## config.mk

```make
export PLATFORM = sky130hd
export DESIGN_NAME = instr_fetch
export DESIGN_NICKNAME = d
export VERILOG_FILES = /design/src/rtl/risc_pkg.sv /design/src/rtl/instr_fetch.sv
export SDC_FILE = /design/constraint.sdc
export NUM_CORES = 1
export LEC_CHECK = 0
export CAP_MARGIN = 0
export CELL_PAD_IN_SITES_DETAIL_PLACEMENT = 0
export CELL_PAD_IN_SITES_GLOBAL_PLACEMENT = 1
export CORE_MARGIN = 5
export CORE_UTILIZATION = 26
export DETAILED_ROUTE_END_ITERATION = 16
export PLACE_DENSITY_LB_ADDON = 0.1
export SLEW_MARGIN = 30
export SYNTH_ARGS = -nofsm -noshare
export SYNTH_HDL_FRONTEND = slang
export SYNTH_SLANG_ARGS = --single-unit
```

## constraint.sdc

```tcl
create_clock -name clock -period 1.4 [get_ports clock]
set_input_delay 0.35 -clock clock [delete_from_list [all_inputs] [get_ports clock]]
set_output_delay 0.35 -clock clock [all_outputs]
set_load 0.02 [all_outputs]
```

## src/rtl/risc_pkg.sv

```systemverilog
// Shared definitions for the RISC core: bus widths, opcode encodings and
// the instruction-fetch state type.
package risc_pkg;

   localparam int unsigned DEF_ADDR_W = 13;
   localparam int unsigned DEF_OP_W   = 3;
   localparam int unsigned DEF_BYTE_W = 8;

   localparam logic [2:0] OP_HLT = 3'd0;
   localparam logic [2:0] OP_SKZ = 3'd1;
   localparam logic [2:0] OP_ADD = 3'd2;
   localparam logic [2:0] OP_AND = 3'd3;
   localparam logic [2:0] OP_XOR = 3'd4;
   localparam logic [2:0] OP_LDA = 3'd5;
   localparam logic [2:0] OP_STO = 3'd6;
   localparam logic [2:0] OP_JMP = 3'd7;

   typedef enum logic [2:0] {
      S_HI,
      S_LO,
      S_DEC,
      S_OUT,
      S_HALT
   } fetch_state_t;

endpackage

```

## src/rtl/instr_fetch.sv

```systemverilog
// Instruction fetch: reads each instruction as two program-memory bytes,
// resolves JMP/HLT locally and hands everything else to the controller.
module instr_fetch
   import risc_pkg::*;
#(
   parameter int unsigned ADDR_W = DEF_ADDR_W,
   parameter int unsigned OP_W   = DEF_OP_W,
   parameter int unsigned BYTE_W = DEF_BYTE_W
) (
   input  logic              clock,
   input  logic              rst,
   input  logic [ADDR_W-1:0] pc_addr,
   output logic              pc_inc,
   output logic              pc_load,
   output logic [ADDR_W-1:0] ir_addr,
   output logic [OP_W-1:0]   opcode,
   output logic              mem_rd,
   output logic [ADDR_W-1:0] mem_addr,
   input  logic              mem_ready,
   input  logic [BYTE_W-1:0] mem_data,
   output logic              instr_valid,
   input  logic              instr_ready,
   input  logic              resume,
   output logic              halted
);

   localparam int unsigned IR_W = 2 * BYTE_W;

   if (ADDR_W + OP_W != IR_W) begin : g_bad_width
      $error("instr_fetch: ADDR_W + OP_W must equal 2*BYTE_W");
   end

   fetch_state_t      state;
   logic [IR_W-1:0]   ir;
   logic              is_jmp;
   logic              is_hlt;

   assign opcode   = ir[IR_W-1 -: OP_W];
   assign ir_addr  = ir[ADDR_W-1:0];
   assign mem_addr = pc_addr;
   assign is_jmp   = (opcode == OP_W'(OP_JMP));
   assign is_hlt   = (opcode == OP_W'(OP_HLT));

   // Counter controls are combinational so the PC moves on the beat's own
   // edge; gating with rst keeps a reset-cycle mem_ready from advancing it.
   always_comb begin
      pc_inc  = mem_rd & mem_ready & ~rst;
      pc_load = (state == S_DEC) & is_jmp & ~rst;
   end

   always_ff @(posedge clock) begin
      if (rst) begin
         state       <= S_HI;
         ir          <= '0;
         mem_rd      <= 1'b1;
         instr_valid <= 1'b0;
         halted      <= 1'b0;
      end else begin
         case (state)
            S_HI: begin
               if (mem_ready) begin
                  ir[IR_W-1:BYTE_W] <= mem_data;
                  state             <= S_LO;
               end
            end
            S_LO: begin
               if (mem_ready) begin
                  ir[BYTE_W-1:0] <= mem_data;
                  mem_rd         <= 1'b0;
                  state          <= S_DEC;
               end
            end
            S_DEC: begin
               if (is_jmp) begin
                  mem_rd <= 1'b1;
                  state  <= S_HI;
               end else if (is_hlt) begin
                  halted <= 1'b1;
                  state  <= S_HALT;
               end else begin
                  instr_valid <= 1'b1;
                  state       <= S_OUT;
               end
            end
            S_OUT: begin
               if (instr_ready) begin
                  instr_valid <= 1'b0;
                  mem_rd      <= 1'b1;
                  state       <= S_HI;
               end
            end
            S_HALT: begin
               if (resume) begin
                  halted <= 1'b0;
                  mem_rd <= 1'b1;
                  state  <= S_HI;
               end
            end
            default: begin
               instr_valid <= 1'b0;
               halted      <= 1'b0;
               mem_rd      <= 1'b1;
               state       <= S_HI;
            end
         endcase
      end
   end

endmodule

```

Word level (Yosys, flattened, before mapping):

Cells that the tools add are included.

* register bits: 22
* bits of input ports: 26
* output and inout bits: 34

* equality and inequality tests: 13
* muxes and demuxes: 20
* bitwise gates (word level): 8
* reductions and logical operators: 10

Operators with widths (count)
* 3-bit 2-to-1 mux: 6
* 2-bit inequality test (second input constant): 8
* 3-bit one-hot mux with 5 select lines: 1
* 4-bit AND reduction: 3
* 1-bit 2-to-1 mux: 10
* 3-bit by 2-bit == test with 1-bit output (second input constant): 2
* 3-bit == test (second input constant): 2
* 3-bit logical NOT: 2
* 1-bit one-hot mux with 3 select lines: 2
* 3-bit OR reduction: 2
* 1-bit one-hot mux with 5 select lines: 1
* 5-bit AND reduction: 1
* 1-bit AND: 4
* 1-bit NOT: 4
* 2-bit AND reduction: 2
* 3-bit by 1-bit == test with 1-bit output (second input constant): 1

Depth between registers and ports, before layout:

Gate-level depths: netlist (run 1).

* word-level depth: 4
* gate-level depth with buffers: 4
* depth with buffers taken out: 3

Worst setup path after synthesis (run 1):

No wires, ideal clock.

* path kind: flip-flop to output port
* start: register state[1]
* end: output pc_load
* arrival time: 1149 ps
* data required time: 1050 ps
* setup slack: -99 ps
* cell stages (with the launch flop): 5
* path buffers: 1
* path through: dfxtp_1 > buf_6 > nor2b_1 > nand2_1 > nor2_1

* word-level cells in the longest chain between the ends: 3

RTL lines
* start: declaration: line instr_fetch.sv:33 `fetch_state_t state;`
* start signal: assignment: line instr_fetch.sv:53 `state <= S_HI;`
* start signal: assignment: line instr_fetch.sv:63 `state <= S_LO;`
* start signal: assignment: line instr_fetch.sv:70 `state <= S_DEC;`
* 3-bit by 2-bit == test with 1-bit output: line instr_fetch.sv:48 `pc_load = (state == S_DEC) & is_jmp & ~rst;`
* 1-bit AND (2 in series): line instr_fetch.sv:48
* end: declaration: line instr_fetch.sv:14 `output logic pc_load,`

No other way between the ends.

Worst setup path after layout (run 1):

* start: input rst
* end: output pc_load

* word-level cells in the longest chain between the ends: 2

RTL lines
* start: declaration: line instr_fetch.sv:11 `input logic rst,`
* 1-bit NOT: line instr_fetch.sv:48
* 1-bit AND: line instr_fetch.sv:48

No other way between the ends.

==> run summary, run 1 <==
Core ar.: 3970 um2
RSZ-0062 raised after global routing: yes
#FFs+latches synth: 22
die height: 73.8 um
endpoint class of the critical path: output port
final setup vio count: 0
crit path kind: primary input to output port
Yosys cell types: 28
Antenna Cells: 0
hold buffers post-CTS: 0
clock transition at the registers of the reported paths: 0.08 ns
Seq/Total Area, Yosys: 41.6%
first-pass GRT wire length: 4630 um
placed insts: 212
I/O Buffers: 33
Worst Max-Slew Pin Slew: 0.321 ns
Reg area: 442 um2
Min Hold Slack: 0.456 ns
hpwl dp: 2190 um
Gate Count Post-Synth: 134
post-route ant nets: 0
Yosys warnings: 0
depth of the CTS H-tree: 1
max-slew violation count: 0
cell area after synthesis: 1060 um2
routed len/inst: 13.2 um
final WL: 2850 um
TritonCTS clock tree: built
Leakage: 0.000621 uW
number of max-cap violations: 0
Placed Area: 1440 um2
Slew HR: 78.6%
drc violations: 0
Clock Latency Late Sink: 0.26 ns
Final Skew: 0.00257 ns
Worst IR Drop VDD: 315 uV
status: complete, no violations
First-pass DRT Iterations: 4
initial antenna violation count: 0
Total Routing Usage GR: 11.0%
fin crit share: 99.4%
arrival time worst endpoint: 1.04 ns
routed via count: 1007
Syn-to-layout area delta: 40.5%
crit path max fanout: 2
CTS Buf Count: 3
final net count: 194
grt ovf: 0
row cnt: 23
CTS Buffer Depth: 2
Fmax: 719 MHz
Final min period: 1.39 ns
layout cells sized above 1: 22.9%
design area: 1490 um2
Critical Path RT: 1.05 ns
Die X-Extent: 73.8 um
largest net degree at the start of global routing: 22
die area: 5450 um2
Via density: 4.66
Avg Cell Area, Syn: 7.90 um2
filler instances: 445
multi-input logic area: 508 um2
clk sinks: 22
vias in the first global route: 1049
RD Place Congestion: 0.705
worst hold-check path type: flip-flop to flip-flop
syn_nets: 160
top-level I/O count: 60
DR iter-0 viols: 54
final hold viol count: 0
Starting Density: 26.7%
power density cells: 948 nW/um2
CTS root buf: clkbuf_8
CP startpoint kind: primary input
Layout Cells excl Fill: 216
[where the power goes]
group | internal, uW | switching [uW]
Combinational | 154 | 182
Sequential | 662 | 19.3
Clock | 192 | 201
[cell usage after synthesis, drive strengths merged]
cell type / n / area (um2)
nor3: 4 / 20.0
a211o: 1 / 8.76
or4b: 1 / 10.0
and4bb: 1 / 12.5
a211oi: 1 / 7.51
o21ai: 3 / 15.0
o31ai: 1 / 7.51
or3: 1 / 6.26
nor2: 5 / 18.8
dfxtp: 22 / 440
nand2: 35 / 131
nor2b: 1 / 6.26
inv: 3 / 11.3
nand3: 1 / 5.00
buf: 19 / 134
nand4: 2 / 12.5
nor4b: 2 / 32.5
a221oi: 1 / 8.76
nor3b: 2 / 15.0
clkbuf: 2 / 7.51
nand4bb: 1 / 11.3
a31oi: 1 / 6.26
mux2i: 2 / 20.0
a21oi: 22 / 110
[per-stage QoR]
stage          setup slack (ns)  setup TNS (ns)  power, uW  util [%]
2_1_floorplan            0.0723               0        929         -
5_1_grt                 -0.0513          -0.378       1490      37.5
4_1_cts                 -0.0434         -0.0697       1430      37.2
3_5_place_dp             -0.679           -7.85       1050      36.2
3_3_place_gp             -0.673           -7.54       1050      36.2
6_report                0.00823               0       1410      37.5
[critical path, cell delays in order]
cell	delay [ns]
dlygate4sd2_1	0.25
nor2_2	0.14
nand2_2	0.08
nor2_4	0.10
buf_6	0.12
[flip-flops by register name (all words and copies together), names as in the netlist]
register / cells
ir: 16
state: 3
mem_rd: 1
halted: 1
instr_valid: 1
[worst paths after layout]
path,start,endpoint,slack [ns],depth (start not counted)
setup reg to reg,state[1],ir[9],0.008,4
setup / recovery,rst,pc_load,0.008,5
hold reg to reg,ir[6],ir[6],0.46,2
hold / removal,ir[6],ir[6],0.46,2
[routing by layer]
| metal | wire length [um] | share of wire (%) | track usage, % |
|---|---|---|---|
| met1 | 1190 | 42 | 11.9 |
| met2 | 1390 | 49 | 19.8 |
| met3 | 239 | 8.4 | 3.69 |
| met4 | 27 | 0.95 | 4.02 |
| met5 | 0 | 0 | 0 |
[timing repair]
action                                  in CTS  in global routing
endpoints found under the setup margin      29                 14
cloned                                       0                  0
gates resized for setup                     43                  9
pin swaps                                    1                  1
buffers inserted                             0                  1
[cell usage in the layout, fill, tap and decap left out, drive strengths merged, types with 3 or more instances in the layout]
| cell | count |
|---|---|
| clkdlybuf4s50 | 10 |
| clkbuf | 7 |
| a21oi | 22 |
| dlygate4sd2 | 17 |
| nand2 | 35 |
| o21ai | 3 |
| nor2 | 5 |
| buf | 19 |
| nor3 | 4 |
| inv | 3 |
| dfxtp | 22 |
[cell type report]
type                    instances  share of cell area (%)
clock buffers                   3                    2.78
flip-flops and latches         22                    29.7
repair buffers                 50                    28.4
multi-input cells              88                    34.1
well taps                      50                    4.21
inverters                       3                   0.757
[logic make-up (layout without fill, tap and decap cells)]
logic type	Yosys count	after routing	share of synthesized area (%)
AO/OA/AOI/OAI	30	30	15.5
buffers and inverters	24	56	14.4
AND/OR/NAND/NOR	56	56	26.6
flip-flops	22	22	41.6
multiplexers	2	2	1.89
Note: power is estimated with default switching activity, not from simulation.
==> run 2: changes to the inputs <==
Settings changed: GPL_ROUTABILITY_DRIVEN set to 0, SKIP_LAST_GASP set to 1.
==> run 2 against run 1 <==
  * Clock skew shrank 0.00065 ns
  * Highest routed layer unchanged
  * Via count grew 0.20%
  * Critical path depth shrank 1
  * First-iteration DRC count shrank 3.7%
  * Clock power is essentially flat
  * Critical path type is now flip-flop to flip-flop
  * Flip-flop and latch count is the same
  * Maximum frequency grew 1.1%
  * Global-route usage grew 0.056 points
==> run summary, run 2 (synthesis gave the netlist of run 1 again) <==
status: complete, no violations
grt ovf: 0
Slew HR: 78.1%
Via density: 4.67
routed via count: 1009
crit path max fanout: 12
Worst Min Path Start: ir[6]
post-route ant nets: 0
hpwl dp: 2190 um
CP startpoint kind: flip-flop
I/O Buffers: 33
Power Total: 1420 uW
Critical Path RT: 1.54 ns
routed len/inst: 13.4 um
Syn-to-layout area delta: 42.4%
Top Registers: ir: 16 flops, state: 3 flops
Antenna Cells: 0
vias in the first global route: 1052
First-pass DRT Iterations: 4
first-pass GRT wire length: 4660 um
arrival time worst endpoint: 1.52 ns
placed insts: 212
worst hold-check path type: flip-flop to flip-flop
final hold viol count: 0
Critical R2R Launch: state[2]
Final min period: 1.38 ns
Core ar.: 3970 um2
most flop-heavy register: ir
initial antenna violation count: 0
Layout Cells excl Fill: 216
depth of the CTS H-tree: 1
layout cells sized above 1: 26.5%
Worst Max-Slew Pin Slew: 0.328 ns
Final Skew: 0.00192 ns
Worst IR Drop VDD: 317 uV
number of max-cap violations: 0
fin crit share: 98.3%
Starting Density: 26.7%
max FFs per register: 16
top-level I/O count: 60
clock transition at the registers of the reported paths: 0.08 ns
DR iter-0 viols: 52
Worst Setup SP: state[2]
Total Routing Usage GR: 11.1%
die area: 5450 um2
RSZ-0062 raised after global routing: yes
max-slew violation count: 0
Placed Area: 1440 um2
Min Hold Slack: 0.456 ns
Clock Latency Late Sink: 0.26 ns
Leakage: 0.000624 uW
largest net degree at the start of global routing: 22
Die X-Extent: 73.8 um
setup TNS: 0 ns
endpoint class of the critical path: flip-flop
clk sinks: 22
CTS Buf Count: 3
final net count: 194
design area: 1510 um2
final WL: 2900 um
crit path kind: flip-flop to flip-flop
commonest non-fill, non-tap cell in the layout: nand2_1
TritonCTS clock tree: built
hold buffers post-CTS: 0
CTS Buffer Depth: 2
leading cell types in the layout, fill and taps excluded: nand2_1 (27), a21oi_1 (22), dfxtp_1 (20)
Fmax: 727 MHz
CTS root buf: clkbuf_8
power density cells: 943 nW/um2
die height: 73.8 um
row cnt: 23
drc violations: 0
final setup vio count: 0
-- run 2: worst paths after layout --
kind / slack (ns) / to / cells after the start
max: 0.02 / ir[14] / 4
min reg2reg: 0.46 / ir[6] / 2
min: 0.46 / ir[6] / 2
max reg2reg: 0.02 / ir[14] / 4
-- run 2: critical path, stage by stage (launching register included) --
cell     delay [ns]
dfxtp_2        0.33
buf_6          0.14
or4b_4         0.63
nand2_1        0.10
a21oi_1        0.06
-- run 2: final cells by class --
class	count	area, um2
fillers	450	2460
multi-input cells	88	519
flip-flops and latches	22	443
repair buffers	50	430
well taps	50	62.6
clock buffers	3	41.3
inverters	3	11.3
-- run 2: through the flow --
step | worst slack, ns | utilization, %
global route | -0.0442 | 38.0
CTS | -0.103 | 37.1
floorplan | 0.0723 | -
detailed placement | -0.679 | 36.2
finish | 0.0236 | 38.0
global placement | -0.673 | 36.2
-- run 2: metal layers --
metal	global-route usage [%]	up-vias	share of wire [%]
li1	-	503	-
met1	12.0	466	40
met2	19.8	32	50
met3	3.69	8	8.8
met4	4.02	0	0.93
met5	0	-	0
-- run 2: power breakdown --
part / total, uW / leakage [uW] / internal [uW] / switching [uW]
combinational: 343 / 0.000422 / 159 / 184
clock: 393 / 0.0000216 / 192 / 201
sequential: 685 / 0.000180 / 662 / 23.1
-- run 2: repair_timing --
item                       4_1_cts  5_1_grt
setup endpoints to repair       29       13
pin swaps                        1        6
buffers inserted                 0        1
resized for setup               40       20
hold endpoints to repair         0        0
